[config.mk]
export PLATFORM = sky130hd
export DESIGN_NAME = fir_cmplx_decim_flat
export DESIGN_NICKNAME = d
export VERILOG_FILES = /design/src/rtl/fir_cmplx_decim_if.sv /design/src/rtl/fir_cmplx_decim.sv /design/src/flat_wrapper.sv
export SDC_FILE = /design/constraint.sdc
export NUM_CORES = 1
export LEC_CHECK = 0
export ABC_AREA = 1
export BUFFER_PORTS_ARGS = -buffer_cell sky130_fd_sc_hd__buf_2
export CORE_ASPECT_RATIO = 1.1
export CORE_UTILIZATION = 25
export DETAILED_ROUTE_END_ITERATION = 6
export SLEW_MARGIN = 20
export SYNTH_ARGS = -nofsm -noshare
export SYNTH_HDL_FRONTEND = slang
export SYNTH_SLANG_ARGS = --single-unit
[constraint.sdc]
create_clock -name clk -period 5.5 [get_ports clk]
set_input_delay 0.825 -clock clk [delete_from_list [all_inputs] [get_ports clk]]
set_output_delay 0.825 -clock clk [all_outputs]
set_load 0.02 [all_outputs]
[src/rtl/fir_cmplx_decim_if.sv]
// Stream bundle for fir_cmplx_decim: show-ahead FIFO read side in, FIFO write side out.
// master = filter side, slave = surrounding FIFOs / environment.
interface fir_cmplx_decim_if #(
    parameter int DATA_WIDTH = 32
);
    logic [DATA_WIDTH-1:0] x_real_in;
    logic [DATA_WIDTH-1:0] x_imag_in;
    logic                  x_real_empty;
    logic                  x_imag_empty;
    logic                  x_real_rd_en;
    logic                  x_imag_rd_en;
    logic [DATA_WIDTH-1:0] y_real_out;
    logic [DATA_WIDTH-1:0] y_imag_out;
    logic                  y_real_full;
    logic                  y_imag_full;
    logic                  y_real_wr_en;
    logic                  y_imag_wr_en;

    modport master (
        input  x_real_in, x_imag_in, x_real_empty, x_imag_empty, y_real_full, y_imag_full,
        output x_real_rd_en, x_imag_rd_en, y_real_out, y_imag_out, y_real_wr_en, y_imag_wr_en
    );

    modport slave (
        output x_real_in, x_imag_in, x_real_empty, x_imag_empty, y_real_full, y_imag_full,
        input  x_real_rd_en, x_imag_rd_en, y_real_out, y_imag_out, y_real_wr_en, y_imag_wr_en
    );
endinterface

[src/rtl/fir_cmplx_decim.sv]
// Complex-coefficient decimating FIR: loads DECIMATION samples, runs one complex MAC
// per tap, then writes one floored/saturated complex result.
module fir_cmplx_decim #(
    parameter int DATA_WIDTH = 32,
    parameter int TAPS       = 32,
    parameter int DECIMATION = 1,
    parameter int QBITS      = 10,
    parameter int ACC_WIDTH  = 2*DATA_WIDTH + $clog2(TAPS) + 1,
    parameter logic [TAPS-1:0][DATA_WIDTH-1:0] H_REAL = '0,
    parameter logic [TAPS-1:0][DATA_WIDTH-1:0] H_IMAG = '0
) (
    input  logic              clk,
    input  logic              rst,
    fir_cmplx_decim_if.master bus
);
    localparam int PW    = 2*DATA_WIDTH;
    localparam int TAP_W = $clog2(TAPS);
    localparam int CNT_W = (DECIMATION > 1) ? $clog2(DECIMATION) : 1;
    localparam logic signed [ACC_WIDTH-1:0] SAT_MAX =
        {{(ACC_WIDTH-DATA_WIDTH+1){1'b0}}, {(DATA_WIDTH-1){1'b1}}};
    localparam logic signed [ACC_WIDTH-1:0] SAT_MIN =
        {{(ACC_WIDTH-DATA_WIDTH+1){1'b1}}, {(DATA_WIDTH-1){1'b0}}};

    typedef enum logic [1:0] {S_LOAD, S_MAC, S_OUT} state_t;

    state_t                          state, state_nxt;
    logic [CNT_W-1:0]                load_cnt;
    logic [TAP_W-1:0]                tap;
    logic [TAPS-1:0][DATA_WIDTH-1:0] dl_r, dl_i;
    logic signed [ACC_WIDTH-1:0]     acc_r, acc_i, sum_r, sum_i;
    logic signed [PW-1:0]            xr, xi, hr, hi;
    logic signed [PW-1:0]            p_rr, p_ii, p_ri, p_ir;
    logic [DATA_WIDTH-1:0]           y_r, y_i;
    logic                            rd, wr, last_load, last_tap;

    function automatic logic [DATA_WIDTH-1:0] sat(input logic signed [ACC_WIDTH-1:0] a);
        logic signed [ACC_WIDTH-1:0] s;
        s = a >>> QBITS;
        if (s > SAT_MAX)      return SAT_MAX[DATA_WIDTH-1:0];
        else if (s < SAT_MIN) return SAT_MIN[DATA_WIDTH-1:0];
        else                  return s[DATA_WIDTH-1:0];
    endfunction

    assign last_load = (load_cnt == CNT_W'(DECIMATION-1));
    assign last_tap  = (tap == TAP_W'(TAPS-1));

    // Operands widened to the full product width so no partial product is truncated.
    always_comb begin
        xr    = PW'($signed(dl_r[tap]));
        xi    = PW'($signed(dl_i[tap]));
        hr    = PW'($signed(H_REAL[tap]));
        hi    = PW'($signed(H_IMAG[tap]));
        p_rr  = xr * hr;
        p_ii  = xi * hi;
        p_ri  = xr * hi;
        p_ir  = xi * hr;
        sum_r = acc_r + ACC_WIDTH'(p_rr) - ACC_WIDTH'(p_ii);
        sum_i = acc_i + ACC_WIDTH'(p_ri) + ACC_WIDTH'(p_ir);
    end

    always_ff @(posedge clk or posedge rst) begin
        if (rst) state <= S_LOAD;
        else     state <= state_nxt;
    end

    // Strobes are held low throughout reset, even though the state already reads LOAD.
    always_comb begin
        state_nxt = state;
        rd        = 1'b0;
        wr        = 1'b0;
        if (!rst) begin
            case (state)
                S_LOAD: if (!bus.x_real_empty && !bus.x_imag_empty) begin
                    rd = 1'b1;
                    if (last_load) state_nxt = S_MAC;
                end
                S_MAC: if (last_tap) state_nxt = S_OUT;
                S_OUT: if (!bus.y_real_full && !bus.y_imag_full) begin
                    wr        = 1'b1;
                    state_nxt = S_LOAD;
                end
                default: state_nxt = S_LOAD;
            endcase
        end
    end

    always_ff @(posedge clk or posedge rst) begin
        if (rst) begin
            dl_r     <= '0;
            dl_i     <= '0;
            acc_r    <= '0;
            acc_i    <= '0;
            load_cnt <= '0;
            tap      <= '0;
            y_r      <= '0;
            y_i      <= '0;
        end else begin
            if (rd) begin
                dl_r     <= {dl_r[TAPS-2:0], bus.x_real_in};
                dl_i     <= {dl_i[TAPS-2:0], bus.x_imag_in};
                load_cnt <= last_load ? '0 : load_cnt + 1'b1;
                if (last_load) begin
                    acc_r <= '0;
                    acc_i <= '0;
                    tap   <= '0;
                end
            end
            if (state == S_MAC) begin
                acc_r <= sum_r;
                acc_i <= sum_i;
                tap   <= last_tap ? '0 : tap + 1'b1;
                // Result lands in the output register as OUT is entered and is held
                // there, unchanged, through any backpressure and after the write.
                if (last_tap) begin
                    y_r <= sat(sum_r);
                    y_i <= sat(sum_i);
                end
            end
        end
    end

    assign bus.x_real_rd_en = rd;
    assign bus.x_imag_rd_en = rd;
    assign bus.y_real_wr_en = wr;
    assign bus.y_imag_wr_en = wr;
    assign bus.y_real_out   = y_r;
    assign bus.y_imag_out   = y_i;
endmodule

[src/flat_wrapper.sv]
// flat-port wrapper written by rule: the top's interface ports become plain ports
module fir_cmplx_decim_flat 
#(
    parameter int DATA_WIDTH = 32,
    parameter int TAPS       = 32,
    parameter int DECIMATION = 1,
    parameter int QBITS      = 10,
    parameter int ACC_WIDTH  = 2*DATA_WIDTH + $clog2(TAPS) + 1,
    parameter logic [TAPS-1:0][DATA_WIDTH-1:0] H_REAL = '0,
    parameter logic [TAPS-1:0][DATA_WIDTH-1:0] H_IMAG = '0
)
  (clk, rst, bus_x_real_in, bus_x_imag_in, bus_x_real_empty, bus_x_imag_empty, bus_y_real_full, bus_y_imag_full, bus_x_real_rd_en, bus_x_imag_rd_en, bus_y_real_out, bus_y_imag_out, bus_y_real_wr_en, bus_y_imag_wr_en);
  fir_cmplx_decim_if #(.DATA_WIDTH(DATA_WIDTH)) bus_i ();
  input  logic clk;
  input  logic rst;
  input wire logic [$bits(bus_i.x_real_in)-1:0] bus_x_real_in;
  input wire logic [$bits(bus_i.x_imag_in)-1:0] bus_x_imag_in;
  input wire logic [$bits(bus_i.x_real_empty)-1:0] bus_x_real_empty;
  input wire logic [$bits(bus_i.x_imag_empty)-1:0] bus_x_imag_empty;
  input wire logic [$bits(bus_i.y_real_full)-1:0] bus_y_real_full;
  input wire logic [$bits(bus_i.y_imag_full)-1:0] bus_y_imag_full;
  output wire logic [$bits(bus_i.x_real_rd_en)-1:0] bus_x_real_rd_en;
  output wire logic [$bits(bus_i.x_imag_rd_en)-1:0] bus_x_imag_rd_en;
  output wire logic [$bits(bus_i.y_real_out)-1:0] bus_y_real_out;
  output wire logic [$bits(bus_i.y_imag_out)-1:0] bus_y_imag_out;
  output wire logic [$bits(bus_i.y_real_wr_en)-1:0] bus_y_real_wr_en;
  output wire logic [$bits(bus_i.y_imag_wr_en)-1:0] bus_y_imag_wr_en;
  assign bus_i.x_real_in = bus_x_real_in;
  assign bus_i.x_imag_in = bus_x_imag_in;
  assign bus_i.x_real_empty = bus_x_real_empty;
  assign bus_i.x_imag_empty = bus_x_imag_empty;
  assign bus_i.y_real_full = bus_y_real_full;
  assign bus_i.y_imag_full = bus_y_imag_full;
  assign bus_x_real_rd_en = bus_i.x_real_rd_en;
  assign bus_x_imag_rd_en = bus_i.x_imag_rd_en;
  assign bus_y_real_out = bus_i.y_real_out;
  assign bus_y_imag_out = bus_i.y_imag_out;
  assign bus_y_real_wr_en = bus_i.y_real_wr_en;
  assign bus_y_imag_wr_en = bus_i.y_imag_wr_en;
  fir_cmplx_decim #(.DATA_WIDTH(DATA_WIDTH), .TAPS(TAPS), .DECIMATION(DECIMATION), .QBITS(QBITS), .ACC_WIDTH(ACC_WIDTH), .H_REAL(H_REAL), .H_IMAG(H_IMAG)) u_core (.clk(clk), .rst(rst), .bus(bus_i));
endmodule
# After elaboration in Yosys (flattened, before gate mapping)
# Memories as Yosys holds them, arrays and structs flattened.
# Index checks and enable logic that the tools add are counted.
# op_classes
n_bitwise	1
eq_ne	8
muxes	29
order_cmp	5
addsub	6
n_mul	2
reduce_logical	11
# op_table
operator	count
$bmux 32 s5	2
$mux 70	4
$mux 32	7
$add 70x64->70	3
$mul 32x32->64	2
$gt 60x32->1 const B	2
$lt 60x32->1 const B	2
$sub 70x64->70	1
$mux 5	4
$mux 2	4
$mux 1	7
$lt 5x6->1 const B	1
$ne 2x1->1 const B	3
$pmux 2 s3	1
$add 5x1->5 const B	1
$eq 5x5->1 const B	1
$reduce_and 5->1	1
$logic_not 1->1	4
$ne 2x2->1 const B	2
$reduce_and 2->1	2
$eq 2x1->1 const B	1
$eq 2x2->1 const B	1
$logic_and 1x1->1	2
$logic_not 2->1	1
other kinds (3)	3
# totals
mem_bits_ro	1024
word_cells	134
mem_count	1
reg_bits	2260
# mem_list
memory	words	word_bits	read_ports	rd_ports_with_merged_regs	wr	line	text
(name not given)	32	32	1	0	0	fir_cmplx_decim.sv:51	hr = PW'($signed(H_REAL[tap]));

# Logic depth before layout (Yosys ltp)
# depth
word_depth	8
mapped_depth	24
depth_no_buf	23

# Least setup slack after synthesis
# Ideal clock, no wire load.
# synth_timing
kind	in2out
startpoint	input rst
endpoint	output bus_x_real_rd_en
n_path_buf	1
setup_slack_ns	0.665
t_arrival_ns	4.010
cell_stages	6
cell_sequence	inv_1 nand4_1 inv_1 nand2_1 inv_1 buf_4
# synth_via
elab_chain_cells	1
# synth_rtl
element	line	text
start, declared	flat_wrapper.sv:15	input logic rst;
$mux 1	fir_cmplx_decim.sv:71	if (!rst) begin
end, declared	flat_wrapper.sv:22	output wire logic [$bits(bus_i.x_real_rd_en)-1:0] bus_x_real_rd_en;
# No other way between the ends.

# Final worst setup path
# layout_timing
startpoint	register u_core.acc_r[43]
endpoint	register u_core.y_r[30], in the netlist u_core.bus.y_real_out[30]
# layout_via
elab_chain_cells	5
elab_cells_between_ends	6
# layout_rtl
element	line	text
start, declared	fir_cmplx_decim.sv:30	logic signed [ACC_WIDTH-1:0] acc_r, acc_i, sum_r, sum_i;
start signal, assigned	fir_cmplx_decim.sv:109	acc_r <= sum_r;
$add 70x64->70 (*)	fir_cmplx_decim.sv:57	sum_r = acc_r + ACC_WIDTH'(p_rr) - ACC_WIDTH'(p_ii);
$sub 70x64->70 (*)	fir_cmplx_decim.sv:57	
$lt 60x32->1	fir_cmplx_decim.sv:40	else if (s < SAT_MIN) return SAT_MIN[DATA_WIDTH-1:0];
$mux 32	fir_cmplx_decim.sv:40	
$mux 32 (*)	fir_cmplx_decim.sv:39	if (s > SAT_MAX) return SAT_MAX[DATA_WIDTH-1:0];
end signal, assigned	fir_cmplx_decim.sv:115	y_r <= sat(sum_r);
end, declared	fir_cmplx_decim.sv:33	logic [DATA_WIDTH-1:0] y_r, y_i;
# Mark *: on every way between the ends. The rest lies on a longest branch, timed or not.
# A chain may end at the register's enable or synchronous reset.

==> metrics.md <==
| Metric | Value |
|---|---|
| Iter 0 DRT Violations | 677 |
| DR WL/cell | 13.69 um |
| Max-cap violations | 0 |
| Commonest cells in the netlist | 762 x nand2_1, 474 x inv_1, 135 x nor2_1, 107 x dfrtp_1, 84 x nand3_1 |
| Ports | 138 |
| Most frequent CP cell | nand2_1 |
| Die Span Y | 228.9 um |
| Met3 routed WL | 1391 um |
| Slowest stage delay, CP | 0.64 ns |
| Die ar. | 47680 um^2 |
| Max Fclk | 244.8 MHz |
| Mapped Cells | 2018 |
| Crit-path leading delay family | simple AND/OR/NAND/NOR gates |
| Top FF cell, synth | dfrtp_1 |
| Tmin final | 4.086 ns |
| ANT nets after route | 0 |
| Clock Tree Buf Depth | 2 |
| Initial antenna violation count | 0 |
| DRC | 2 |
| Later-pin clock latency in the skew report | 0.38 ns |
| Buffers plus inverters on the worst setup path | 3 |
| Run status | finished, violations left |
| Std-Cell Rows | 82 |
| Area leader, netlist | nand2_1 |
| CTS tree | built |
| Crit-path max FO | 19 |
| Clk_skew | 0.01831 ns |
| Launching element type of the critical path | flip-flop |
| Crit path max-delay cell type | a21oi_4 |
| DR pass1 iterations | 7 |
| Fraction of layout cells with a size suffix above 1 | 0.08175 |
| Setup violators final | 0 |
| Count leader, synth | nand2_1 |
| WP data required | 5.75 ns |
| Ant diodes | 0 |
| Worst min path class | flip-flop to flip-flop |
| Pins over their slew limit | 0 |
| Clk root buf | clkbuf_16 |
| Vias in the first global route | 10550 |
| Setup Buffers After CTS | 0 |
| Max transition margin | 0.4814 |
| Largest net degree at the start of global routing | 61 |
| Yosys top cell area share | 0.2444 |
| GRT overflow | 0 |
| Top cells by area, synth | nand2_1 24%, dfrtp_1 23%, inv_1 15% |
| DR vias/cell | 4.303 |
| Wl on met1 | 16640 um |
| Initial Util | 0.2551 |
| H-tree depth | 3 |
| Area delta synth->final | 9.067% |
| Post-CTS resize count | 0 |
| Total negative setup slack | 0 ns |
| Asr flop ratio synth | 1.000 |
| CP Capture Type | flip-flop |
| TritonCTS Buffers | 9 |
| Hold Vio Cnt, Final | 0 |
| Routed length on met2 | 16970 um |
| Number of fill cells | 5260 |
| Die width | 208.3 um |
| Worst slew pin tran | 0.7779 ns |
| Failing checks | design-rule violations |
| Post-synthesis sequential area ratio | 0.2288 |
| Total clock sinks | 107 |
| Worst path cell trace | inv_1 > ha_1 > nand2_2 > inv_1 > a21oi_1 > nand2_1 > a21oi_1 > nor2_1 > nor2_1 > nand2_1 > nand2_1 > nand2_1 > nor2_1 > nand2_1 > nor2_2 > nand3_2 > a21oi_4 > buf_4 > a21oi_2 |
| Clock slew at reported path FFs | 0.08 ns |
| Netlist Area Pre-Place | 11700 um^2 |
| Post-synth EDFFs | 0 |
| Port bufs | 41 |
| Final worst path period share | 0.7428 |
| All-Layer GR Usage | 0.1519 |
| Final wirelength | 36170 um |
| Global-route wire length before repair | 56970 um |
| Layout Nets | 2193 |
| Worst Setup Path Type | flip-flop to flip-flop |
| Routability Congestion | 1.052 |
| Avg Inst Size Synth | 5.798 um^2 |
| DR vias | 11370 |
| Core area | 45860 um^2 |
| Top Layer Used | met4 |
| RSZ-0062 raised after global routing | no |
| Number of synthesized register bits | 107 |
| CP arrival | 4.34 ns |
| Yosys warns | 0 |
| DP HPWL | 30490 um |
| CTS hold repair buffers | 0 |
| Post-synthesis cell type count | 44 |
logic make-up (layout without fill, tap and decap cells):
logic type | count (synthesis) | after routing | synth area share
simple gates | 1080 | 1080 | 0.3816
buf+inv | 540 | 546 | 0.1880
compound gates | 182 | 182 | 0.09666
flops | 107 | 107 | 0.2288
fa+ha+maj | 72 | 72 | 0.07699
xor+xnor | 36 | 36 | 0.02759
other cells | 1 | 32 | 0.0003205
state kept, by name, summed over array words and instances (netlist names):
name,count
u_core.tap,5
u_core.state,2
u_core.acc_r,68
u_core.bus.y_real_out,32
final timing paths:
kind / from / endpoint / slack (ns) / cells after the start
max in group asynchronous: rst / u_core.acc_r[41] / 3.72 / 3
worst min register to register: u_core.bus.y_real_out[31] / u_core.bus.y_real_out[31] / 0.49 / 2
worst max register to register: u_core.acc_r[43] / u_core.bus.y_real_out[30] / 1.41 / 19
worst min-delay path: u_core.bus.y_real_out[31] / u_core.bus.y_real_out[31] / 0.49 / 2
min in group asynchronous: rst / u_core.bus.y_real_out[1] / 0.53 / 2
worst max-delay path: u_core.acc_r[43] / u_core.bus.y_real_out[30] / 1.41 / 19
tightest hold or removal path, stage by stage (launching register included):
cell and delay (ns):
dfrtp_1 0.35, nand2_1 0.05, o21ai_0 0.06
cell usage in the layout, fill, tap and decap left out, drive strengths merged, types with 5 or more instances in the layout:
cell | Yosys | routed
a21oi | 85 | 85
buf | 40 | 48
clkbuf | 17 | 12
conb | 1 | 32
dfrtp | 107 | 107
ha | 72 | 72
inv | 482 | 483
nand2 | 782 | 782
nand3 | 92 | 92
nand4 | 15 | 15
nor2 | 160 | 160
nor3 | 13 | 13
nor4 | 6 | 6
o21ai | 52 | 52
o21bai | 10 | 10
o22ai | 25 | 25
xnor2 | 5 | 5
xor2 | 31 | 31
routing by layer:
| metal | GRT usage | up-vias |
|---|---|---|
| li1 | - | 6039 |
| met1 | 0.1933 | 5003 |
| met2 | 0.2668 | 272 |
| met3 | 0.01305 | 59 |
| met4 | 0.05231 | 0 |
| met5 | 0 | - |
final cells by class:
class                           instances  area (um^2)  share of cell area
Clock buffer                           12        256.5             0.02010
Multi-Input combinational cell       1402         6950              0.5446
Timing Repair Buffer                   48        257.7             0.02020
Clock inverter                          3        68.82            0.005392
Inverter                              483         1815              0.1423
Tap cell                              588        735.7             0.05765
Sequential cell                       107         2678              0.2098
through the flow:
step	std cells	worst slack [ns]	hold slack [ns]	util	instance area [um^2]
floorplan	2049	0.6655	0.4719	-	11820
global placement	2628	1.445	0.4641	0.2712	12440
detailed placement	2628	1.449	0.4753	0.2712	12440
finish	2643	1.414	0.4852	0.2783	12760
CTS	2643	1.410	0.4926	0.2783	12760
global route	2643	1.054	0.5146	0.2783	12760
Power is left out: the tool's default activity adds up to more than one toggle a clock period on the data nets, which glitch-free logic cannot reach.
